--- config.mk ---
export PLATFORM = sky130hd
export DESIGN_NAME = wbu
export DESIGN_NICKNAME = d
export VERILOG_FILES = /design/src/rtl/wbu_pkg.sv /design/src/rtl/wbu_regfile.sv /design/src/rtl/wbu.sv
export SDC_FILE = /design/constraint.sdc
export NUM_CORES = 2
export LEC_CHECK = 0
export BUFFER_PORTS_ARGS = -buffer_cell sky130_fd_sc_hd__buf_2
export CAP_MARGIN = 20
export CORE_AREA = 2 2 500 502
export DETAILED_ROUTE_END_ITERATION = 16
export DIE_AREA = 0 0 502 504
export PLACE_DENSITY = 0.47
export SKIP_CTS_REPAIR_TIMING = 1
export SKIP_LAST_GASP = 1
export SYNTH_ARGS = -nofsm -noshare
export SYNTH_HDL_FRONTEND = slang
export SYNTH_SLANG_ARGS = --single-unit
--- constraint.sdc ---
create_clock -name clk -period 3 [get_ports clk]
set_input_delay 0.3 -clock clk [delete_from_list [all_inputs] [get_ports clk]]
set_output_delay 0.3 -clock clk [all_outputs]
set_load 0.03 [all_outputs]
--- src/rtl/wbu_pkg.sv ---
// wbu_pkg: shared widths, CSR addresses and reset constants for the write-back unit
package wbu_pkg;
    localparam int DATA_WIDTH = 32;
    localparam int ADDR_WIDTH = 5;
    localparam logic [11:0] CSR_MSTATUS   = 12'h300;
    localparam logic [11:0] CSR_MTVEC     = 12'h305;
    localparam logic [11:0] CSR_MEPC      = 12'h341;
    localparam logic [11:0] CSR_MCAUSE    = 12'h342;
    localparam logic [11:0] CSR_MCYCLE    = 12'hB00;
    localparam logic [11:0] CSR_MCYCLEH   = 12'hB80;
    localparam logic [11:0] CSR_MINSTRET  = 12'hB02;
    localparam logic [11:0] CSR_MINSTRETH = 12'hB82;
    localparam logic [DATA_WIDTH-1:0] MSTATUS_RST = 32'h0000_1800;

    function automatic logic csr_valid(input logic [11:0] a);
        return a inside {CSR_MSTATUS, CSR_MTVEC, CSR_MEPC, CSR_MCAUSE,
                         CSR_MCYCLE, CSR_MCYCLEH, CSR_MINSTRET, CSR_MINSTRETH};
    endfunction
endpackage

--- src/rtl/wbu_regfile.sv ---
// regfile: 32x32 GPR file, two read ports with write-through, one write port, x0 hardwired to zero
module regfile
    import wbu_pkg::*;
(
    input  logic                  clk,
    input  logic                  rst,
    input  logic                  we_i,
    input  logic [ADDR_WIDTH-1:0] waddr_i,
    input  logic [DATA_WIDTH-1:0] wdata_i,
    input  logic [ADDR_WIDTH-1:0] raddr1_i,
    input  logic [ADDR_WIDTH-1:0] raddr2_i,
    output logic [DATA_WIDTH-1:0] rdata1_o,
    output logic [DATA_WIDTH-1:0] rdata2_o
);
    logic [DATA_WIDTH-1:0] regs_q [32];
    logic                  wr_en;

    assign wr_en = we_i && (waddr_i != '0);

    // register array: cleared in reset, otherwise written when enabled and target is not x0
    always_ff @(posedge clk) begin
        if (rst) begin
            for (int i = 0; i < 32; i++) regs_q[i] <= '0;
        end else if (wr_en) begin
            regs_q[waddr_i] <= wdata_i;
        end
    end

    // read ports: x0 reads zero, a same-cycle write to the read index is forwarded
    always_comb begin
        rdata1_o = (raddr1_i == '0) ? '0 : (wr_en && waddr_i == raddr1_i) ? wdata_i : regs_q[raddr1_i];
        rdata2_o = (raddr2_i == '0) ? '0 : (wr_en && waddr_i == raddr2_i) ? wdata_i : regs_q[raddr2_i];
    end
endmodule

--- src/rtl/wbu.sv ---
// wbu: write-back stage - result select, GPR write, machine CSRs, counters and commit record
module wbu
    import wbu_pkg::*;
(
    input  logic                  clk,
    input  logic                  rst,
    input  logic                  WBReg_RegWr,
    input  logic                  WBReg_MemtoReg,
    input  logic                  WBReg_CSRRegvalid,
    input  logic                  WBReg_CSRRegWr,
    input  logic                  WBReg_CSRset,
    input  logic                  WBReg_ecall,
    input  logic                  WBReg_PCsrc,
    input  logic                  ex_diffen,
    input  logic [ADDR_WIDTH-1:0] WBReg_Regrd,
    input  logic [DATA_WIDTH-1:0] WBReg_ALUout,
    input  logic [DATA_WIDTH-1:0] WBReg_DataOut,
    input  logic [DATA_WIDTH-1:0] WBReg_CSRout,
    input  logic [DATA_WIDTH-1:0] WBReg_ALUa,
    input  logic [DATA_WIDTH-1:0] WBReg_PC,
    input  logic [DATA_WIDTH-1:0] WBReg_Instr,
    input  logic [63:0]           WBReg_ecall_package,
    input  logic [11:0]           WBReg_csr,
    input  logic [ADDR_WIDTH-1:0] rs1,
    input  logic [ADDR_WIDTH-1:0] rs2,
    output logic [DATA_WIDTH-1:0] busA,
    output logic [DATA_WIDTH-1:0] busB,
    output logic [DATA_WIDTH-1:0] busW,
    input  logic [11:0]           csr_raddr,
    output logic [DATA_WIDTH-1:0] csr_rdata,
    output logic [DATA_WIDTH-1:0] mtvec_o,
    output logic [DATA_WIDTH-1:0] mepc_o,
    output logic                  commit_valid,
    output logic [DATA_WIDTH-1:0] commit_pc,
    output logic [DATA_WIDTH-1:0] commit_instr
);
    logic [31:0] mstatus_q, mstatus_d, mtvec_q, mtvec_d, mepc_q, mepc_d, mcause_q, mcause_d;
    logic [63:0] mcycle_q, mcycle_d, minstret_q, minstret_d, cyc_inc, ins_inc;
    logic [31:0] csr_old, csr_wdata;
    logic        csr_wr, pcsrc_unused;
    logic        commit_valid_q;
    logic [31:0] commit_pc_q, commit_instr_q;

    // PCsrc is consumed by execute; it has no write-back effect
    assign pcsrc_unused = WBReg_PCsrc;

    function automatic logic [31:0] csr_sel(input logic [11:0] a, input logic [31:0] ms, mt, me, mc,
                                            input logic [63:0] cy, ir);
        return (a == CSR_MSTATUS)   ? ms :
               (a == CSR_MTVEC)     ? mt :
               (a == CSR_MEPC)      ? me :
               (a == CSR_MCAUSE)    ? mc :
               (a == CSR_MCYCLE)    ? cy[31:0] :
               (a == CSR_MCYCLEH)   ? cy[63:32] :
               (a == CSR_MINSTRET)  ? ir[31:0] :
               (a == CSR_MINSTRETH) ? ir[63:32] : 32'h0;
    endfunction

    assign busW = WBReg_MemtoReg ? WBReg_DataOut : WBReg_CSRRegvalid ? WBReg_CSRout : WBReg_ALUout;

    regfile u_regfile (
        .clk      (clk),
        .rst      (rst),
        .we_i     (WBReg_RegWr),
        .waddr_i  (WBReg_Regrd),
        .wdata_i  (busW),
        .raddr1_i (rs1),
        .raddr2_i (rs2),
        .rdata1_o (busA),
        .rdata2_o (busB)
    );

    // CSR next state: explicit writes, ecall trap capture (wins over writes), counter increments
    always_comb begin
        csr_wr     = WBReg_CSRRegWr && csr_valid(WBReg_csr);
        csr_old    = csr_sel(WBReg_csr, mstatus_q, mtvec_q, mepc_q, mcause_q, mcycle_q, minstret_q);
        csr_wdata  = WBReg_CSRset ? (csr_old | WBReg_ALUa) : WBReg_ALUa;
        cyc_inc    = mcycle_q + 64'd1;
        ins_inc    = minstret_q + {63'd0, ex_diffen};
        mstatus_d  = (csr_wr && WBReg_csr == CSR_MSTATUS) ? csr_wdata : mstatus_q;
        mtvec_d    = (csr_wr && WBReg_csr == CSR_MTVEC) ? csr_wdata : mtvec_q;
        mepc_d     = WBReg_ecall ? WBReg_ecall_package[63:32] :
                     (csr_wr && WBReg_csr == CSR_MEPC) ? csr_wdata : mepc_q;
        mcause_d   = WBReg_ecall ? WBReg_ecall_package[31:0] :
                     (csr_wr && WBReg_csr == CSR_MCAUSE) ? csr_wdata : mcause_q;
        mcycle_d   = {(csr_wr && WBReg_csr == CSR_MCYCLEH) ? csr_wdata :
                      (csr_wr && WBReg_csr == CSR_MCYCLE) ? mcycle_q[63:32] : cyc_inc[63:32],
                      (csr_wr && WBReg_csr == CSR_MCYCLE) ? csr_wdata : cyc_inc[31:0]};
        minstret_d = {(csr_wr && WBReg_csr == CSR_MINSTRETH) ? csr_wdata :
                      (csr_wr && WBReg_csr == CSR_MINSTRET) ? minstret_q[63:32] : ins_inc[63:32],
                      (csr_wr && WBReg_csr == CSR_MINSTRET) ? csr_wdata : ins_inc[31:0]};
        csr_rdata  = (WBReg_ecall && csr_raddr == CSR_MEPC)   ? WBReg_ecall_package[63:32] :
                     (WBReg_ecall && csr_raddr == CSR_MCAUSE) ? WBReg_ecall_package[31:0] :
                     (csr_wr && csr_raddr == WBReg_csr) ? csr_wdata :
                     csr_sel(csr_raddr, mstatus_q, mtvec_q, mepc_q, mcause_q, mcycle_q, minstret_q);
    end

    assign mtvec_o      = mtvec_d;
    assign mepc_o       = mepc_d;
    assign commit_valid = commit_valid_q;
    assign commit_pc    = commit_pc_q;
    assign commit_instr = commit_instr_q;

    // CSR, counter and commit-record registers
    always_ff @(posedge clk) begin
        if (rst) begin
            mstatus_q      <= MSTATUS_RST;
            mtvec_q        <= '0;
            mepc_q         <= '0;
            mcause_q       <= '0;
            mcycle_q       <= '0;
            minstret_q     <= '0;
            commit_valid_q <= 1'b0;
            commit_pc_q    <= '0;
            commit_instr_q <= '0;
        end else begin
            mstatus_q      <= mstatus_d;
            mtvec_q        <= mtvec_d;
            mepc_q         <= mepc_d;
            mcause_q       <= mcause_d;
            mcycle_q       <= mcycle_d;
            minstret_q     <= minstret_d;
            commit_valid_q <= ex_diffen;
            commit_pc_q    <= WBReg_PC;
            commit_instr_q <= WBReg_Instr;
        end
    end
endmodule

# After elaboration in Yosys (flattened, before gate mapping)
# Memory sizes are Yosys's and may differ from the RTL's.
# Index checks and enable logic that the tools add are counted.
# totals
regBits,321
mem_bits_rw,1024
output_inout_bits,257
elab_cells,102
mem_count,1
# memory_table
name,depth,width,rd,rd_ports_with_merged_regs,wr,line_no,source
u_regfile.regs_q,32,32,2,0,32,wbu_regfile.sv:15,logic [DATA_WIDTH-1:0] regs_q [32];
# op_classes
n_addsub,2
eq_ne,21
muxes,45
bitwise,1
reduce_logical,21
# ops
operator,count
$mux W32,38
$eq A12 B10 Y1 const B,8
$eq A12 B12 Y1 const B,8
$add A64 B1 Y64,1
$add A64 B1 Y64 const B,1
$or A32 B32 Y32,1
$reduce_or A32 Y1,1
$logic_and A1 B1 Y1,15
$eq A12 B12 Y1,1
$eq A5 B5 Y1,2
$logic_not A5 Y1,2
$reduce_bool A8 Y1,1
$mux W1,6
$mux W5,1
$reduce_bool A5 Y1,1
$ne A2 B2 Y1 const B,2
$reduce_bool A2 Y1,1

# Depth between registers and ports, before layout
# depth
word_depth,14
depth_mapped,12
ltp_nobuf,8

# By module
# Synthesis repeated with hierarchy kept, for this count alone.
# hier_totals
hier_cells,6523
area_unflattened_um2,75972.9
# by_module_without_submodules
mod,instances,cells_each,area_each_um2,seq_area_each_um2
regfile,1,3918,55723.4,30749.5
wbu,1,2605,20249.4,6426.2

# Worst setup path after synthesis
# Ideal clock, no wire load.
# synth_timing
path_kind,input to output
start,input port WBReg_csr[5]
end,output port csr_rdata[6]
arrival_ns,2.941
required_time_ns,2.700
setup_slack_ns,-0.241
stages,9
n_path_buf,3
cell_sequence,buf_2 -> or4_4 -> buf_6 -> nor4_4 -> buf_6 -> a311oi_1 -> a22oi_1 -> nor2_1 -> a221oi_1
# synth_between
elab_chain_len,14
elab_cells_between_ends,25
# synth_rtl
element,line_no,source
"start, declared",wbu.sv:23,"input logic [11:0] WBReg_csr,"
$eq A12 B12 Y1,"wbu_pkg.sv:16, wbu.sv:56",
$mux W32,wbu.sv:56,(a == CSR_MINSTRETH) ? ir[63:32] : 32'h0;
$mux W32,wbu.sv:55,(a == CSR_MINSTRET) ? ir[31:0] :
$mux W32,wbu.sv:54,(a == CSR_MCYCLEH) ? cy[63:32] :
$mux W32,wbu.sv:53,(a == CSR_MCYCLE) ? cy[31:0] :
$mux W32,wbu.sv:52,(a == CSR_MCAUSE) ? mc :
$mux W32,wbu.sv:51,(a == CSR_MEPC) ? me :
$mux W32,wbu.sv:50,(a == CSR_MTVEC) ? mt :
$mux W32,wbu.sv:49,return (a == CSR_MSTATUS) ? ms :
$or A32 B32 Y32,wbu.sv:77,csr_wdata = WBReg_CSRset ? (csr_old | WBReg_ALUa) : WBReg_ALUa;
$mux W32,wbu.sv:77,
$mux W32 (*),wbu.sv:94,(csr_wr && csr_raddr == WBReg_csr) ? csr_wdata :
$mux W32 (*),wbu.sv:93,(WBReg_ecall && csr_raddr == CSR_MCAUSE) ? WBReg_ecall_package[31:0] :
$mux W32 (*),wbu.sv:92,csr_rdata = (WBReg_ecall && csr_raddr == CSR_MEPC) ? WBReg_ecall_package[63:32] :
"end, declared",wbu.sv:30,"output logic [DATA_WIDTH-1:0] csr_rdata,"
# Every way passes the cells marked *; elsewhere a longest branch is shown, timed or not.

# Final worst setup path
# layout_timing
start,register mtvec_q[1]
end,output port csr_rdata[1]
# layout_between
elab_chain_len,7
elab_cells_between_ends,9
# layout_rtl
element,line_no,source
"start, declared",wbu.sv:37,"logic [31:0] mstatus_q, mstatus_d, mtvec_q, mtvec_d, mepc_q, mepc_d, mcause_q, mcause_d;"
"start signal, assigned",wbu.sv:118,mtvec_q <= mtvec_d;
$mux W32,wbu.sv:50,
$mux W32,wbu.sv:49,
$or A32 B32 Y32,wbu.sv:77,
$mux W32,wbu.sv:77,
$mux W32 (*),wbu.sv:94,
$mux W32 (*),wbu.sv:93,
$mux W32 (*),wbu.sv:92,
# Marked as above.

==> flow_summary.toml <==
[status]
outcome = "complete, but fails checks"
violations = "hold timing, setup timing"

[setup_path]
required_ns = 2.70
cp_max_fo = 3
ff2ff_path_depth = 6
crit_type = "flop to primary output"
cp_cell_sequence = "buf_12 -> or4bb_1 -> nor4_2 -> buf_4 -> a211oi_4 -> o22ai_2 -> nor2_4 -> a211oi_4 -> buf_4 -> buf_2"
critPathLaunchType = "flop"
r2r_setup_slack_ns = 0.01
critPathSlowestCell = "or4bb_1"
worstSetupEndpointType = "primary output"
cp_data_arrival_time_ns = 3.32
slowest_delay_ns = 0.43

[clock_tree]
tritoncts = "built"
numCtsBuffers = 160
htree_levels = 4
clock_sinks = 1345
clk_pin_slew_worst_paths_ns = 0.06
clock_path_buffers = 3
clk_latency_ns = 0.88
root_buffer = "clkbuf_16"

[sta]
finalCriticalPeriod_ns = 3.62
rsz0062_at_grt = "true"
fmax_mhz = 276
fin_ws_ns = -0.620
slew_viol_final = 0
setup_violations = 129
slew_headroom_pct = 36.4
worst_pin_slew_ns = 0.954
fin_skew_ns = 0.0617
hold_viol = 1
whs_ns = -0.0322
fin_crit_sh_pct = 121

[floorplan]
placementRows = 183
coreArea_um2 = 248000
die_area_um2 = 253000
dieHeight_um = 504
io_pins = 562
start_util_pct = 29.9
die_x_um = 502

[synth]
yosysSeqAreaShare_pct = 50.2
synth_top_area_cell = "edfxtp_1"
synth-main-ff-cell = "edfxtp_1"
synth_edf_count = 1024
synth_top_area_share_pct = 41.5
syn_area_um2 = 74100
ys_async_sr_fraction_pct = 0
yosys_warnings = 0
netlist_top_cells_count = "nor2_1, edfxtp_1, mux4_2, clkbuf_1, dfxtp_1"
synth_top_family_by_area = "multiplexers"
synth-compound-area-share_pct = 10.3
yosys.area_share.adder_pct = 0.0507
syn_inst = 6255
synth_xor_area_share_pct = 1.25
synth_simple_gate_area_share_pct = 14.2
syn_area_per_cell_um2 = 11.8
ys_types = 104
yosys-top-cells-area = "edfxtp_1, mux4_2, dfxtp_1"
synthMuxAreaShare_pct = 20.0
ys_ff_latch = 1345
yosysMostFrequentCell = "nor2_1"

[routing]
vias = 65800
wl_mm = 384
drc = 0
ant_nets = 0
drt_iter0_drc = 8119
avgViaCountPerCell = 5.86
drt_pass1_iterations = 9
routedWlPerCell_um = 34.2

[grt]
grt_max_degree = 153
grt_pass1_vias = 62600
use_met3_pct = 5.56
grt_pass1_wl_mm = 518
global_route.usage.met1_pct = 37.3
use_met2_pct = 46.8
grt_antenna_before_repair = 24
grt-busiest-layer = "met2"
grt_usage_pct = 29.2
grt.overflow.total = 0

[cells_and_area]
synthToLayoutAreaGrowth_pct = 39.2
final_layout_size_suffix_gt1_share_pct = 43.8
nNetsFinal = 8061
fill_cells = 23300

[place]
gp_congestion = 1.07
port_buffers = 560
hpwl_mm = 276

[power_and_ir_drop]
ir_worst_vdd_mv = 0.515
total_power_uw = 50200
power.leakage_uw = 0.0373
p_per_area_nw_per_um2 = 488

[run]
max-cap-violations = 0

[worst_hold_path]
min_path_cells = 3
hold_class = "primary input to flop"
critical path, delay by kind of cell (launching register included):
kind	cells	cell delay, ns
AO/OA/AOI/OAI	3	0.71
AND/OR/NAND/NOR	3	0.72
flip-flops	1	0.34
buffers and inverters	4	0.69
flip-flops by register name (all words and copies together) (netlist names):
name and cells:
commit_instr 32, mtvec_q 32, commit_valid 1, minstret_q 64
mepc_q 32, mcause_q 32, u_regfile.regs_q 1024, mstatus_q 32
mcycle_q 64, commit_pc 32
layer usage:
metal	vias to the layer above	wire length, um
met2	3905	179000
met5	-	10
met3	858	33300
met1	33900	148000
met4	2	23500
li1	27100	-
area by class of cell:
| type | instances | area [um^2] | share of cell area (%) |
|---|---|---|---|
| Antenna cell | 17 | 42.5 | 0.0413 |
| Clock buffer | 204 | 4220 | 4.10 |
| Clock inverter | 87 | 1080 | 1.05 |
| Inverter | 66 | 254 | 0.246 |
| Multi-Input combinational cell | 4213 | 38800 | 37.6 |
| Sequential cell | 1345 | 37300 | 36.2 |
| Tap cell | 3330 | 4170 | 4.04 |
| Timing Repair Buffer | 1967 | 17200 | 16.7 |
final timing paths:
check                    start                  endpoint
max                 mtvec_q[1]              csr_rdata[1]
min          WBReg_DataOut[24]  u_regfile.regs_q[10][24]
max reg2reg        mcycle_q[9]              mcycle_q[43]
min reg2reg      mstatus_q[27]             mstatus_q[27]
cell usage in the layout (no fill, tap or decap), types with 111 or more instances in the layout:
cell type / n
dlygate4sd3_1: 133
a21oi_1: 140
clkbuf_16: 161
a211oi_1: 117
buf_4: 1061
buf_12: 176
dfxtp_1: 243
mux2i_1: 129
mux4_2: 587
nand3_1: 111
buf_2: 387
nand2_1: 206
nor2_1: 1182
buf_6: 190
edfxtp_1: 1024
logic make-up (layout without fill, tap and decap cells):
family,count (synthesis),count (layout)
and+or+nand+nor,2255,2255
DFF,1345,1345
AOI/OAI and AO/OA,1076,1076
muxes,741,741
buffers and inverters,728,2324
xor gates and xnor gates,106,106
adders and majority gates,3,3
other,1,49
power breakdown:
part | internal (uW) | switching (uW)
Combinational | 3760 | 5190
Sequential | 20900 | 509
Clock | 11200 | 8750
Total | 35800 | 14500
metrics by stage:
step	setup slack (ns)	cell area, um^2	util [%]	instances	TNS, ns
2_1_floorplan	-0.199	74500	-	6286	-1.78
3_3_place_gp	-0.785	90000	36.4	10600	-28.98
3_5_place_dp	-0.830	90000	36.4	10600	-30.03
4_1_cts	-1.18	95400	38.5	10900	-54.98
5_1_grt	-0.735	103000	41.6	11200	-23.13
6_report	-0.620	103000	41.6	11200	-17.09
(Power assumes the default switching activity.)
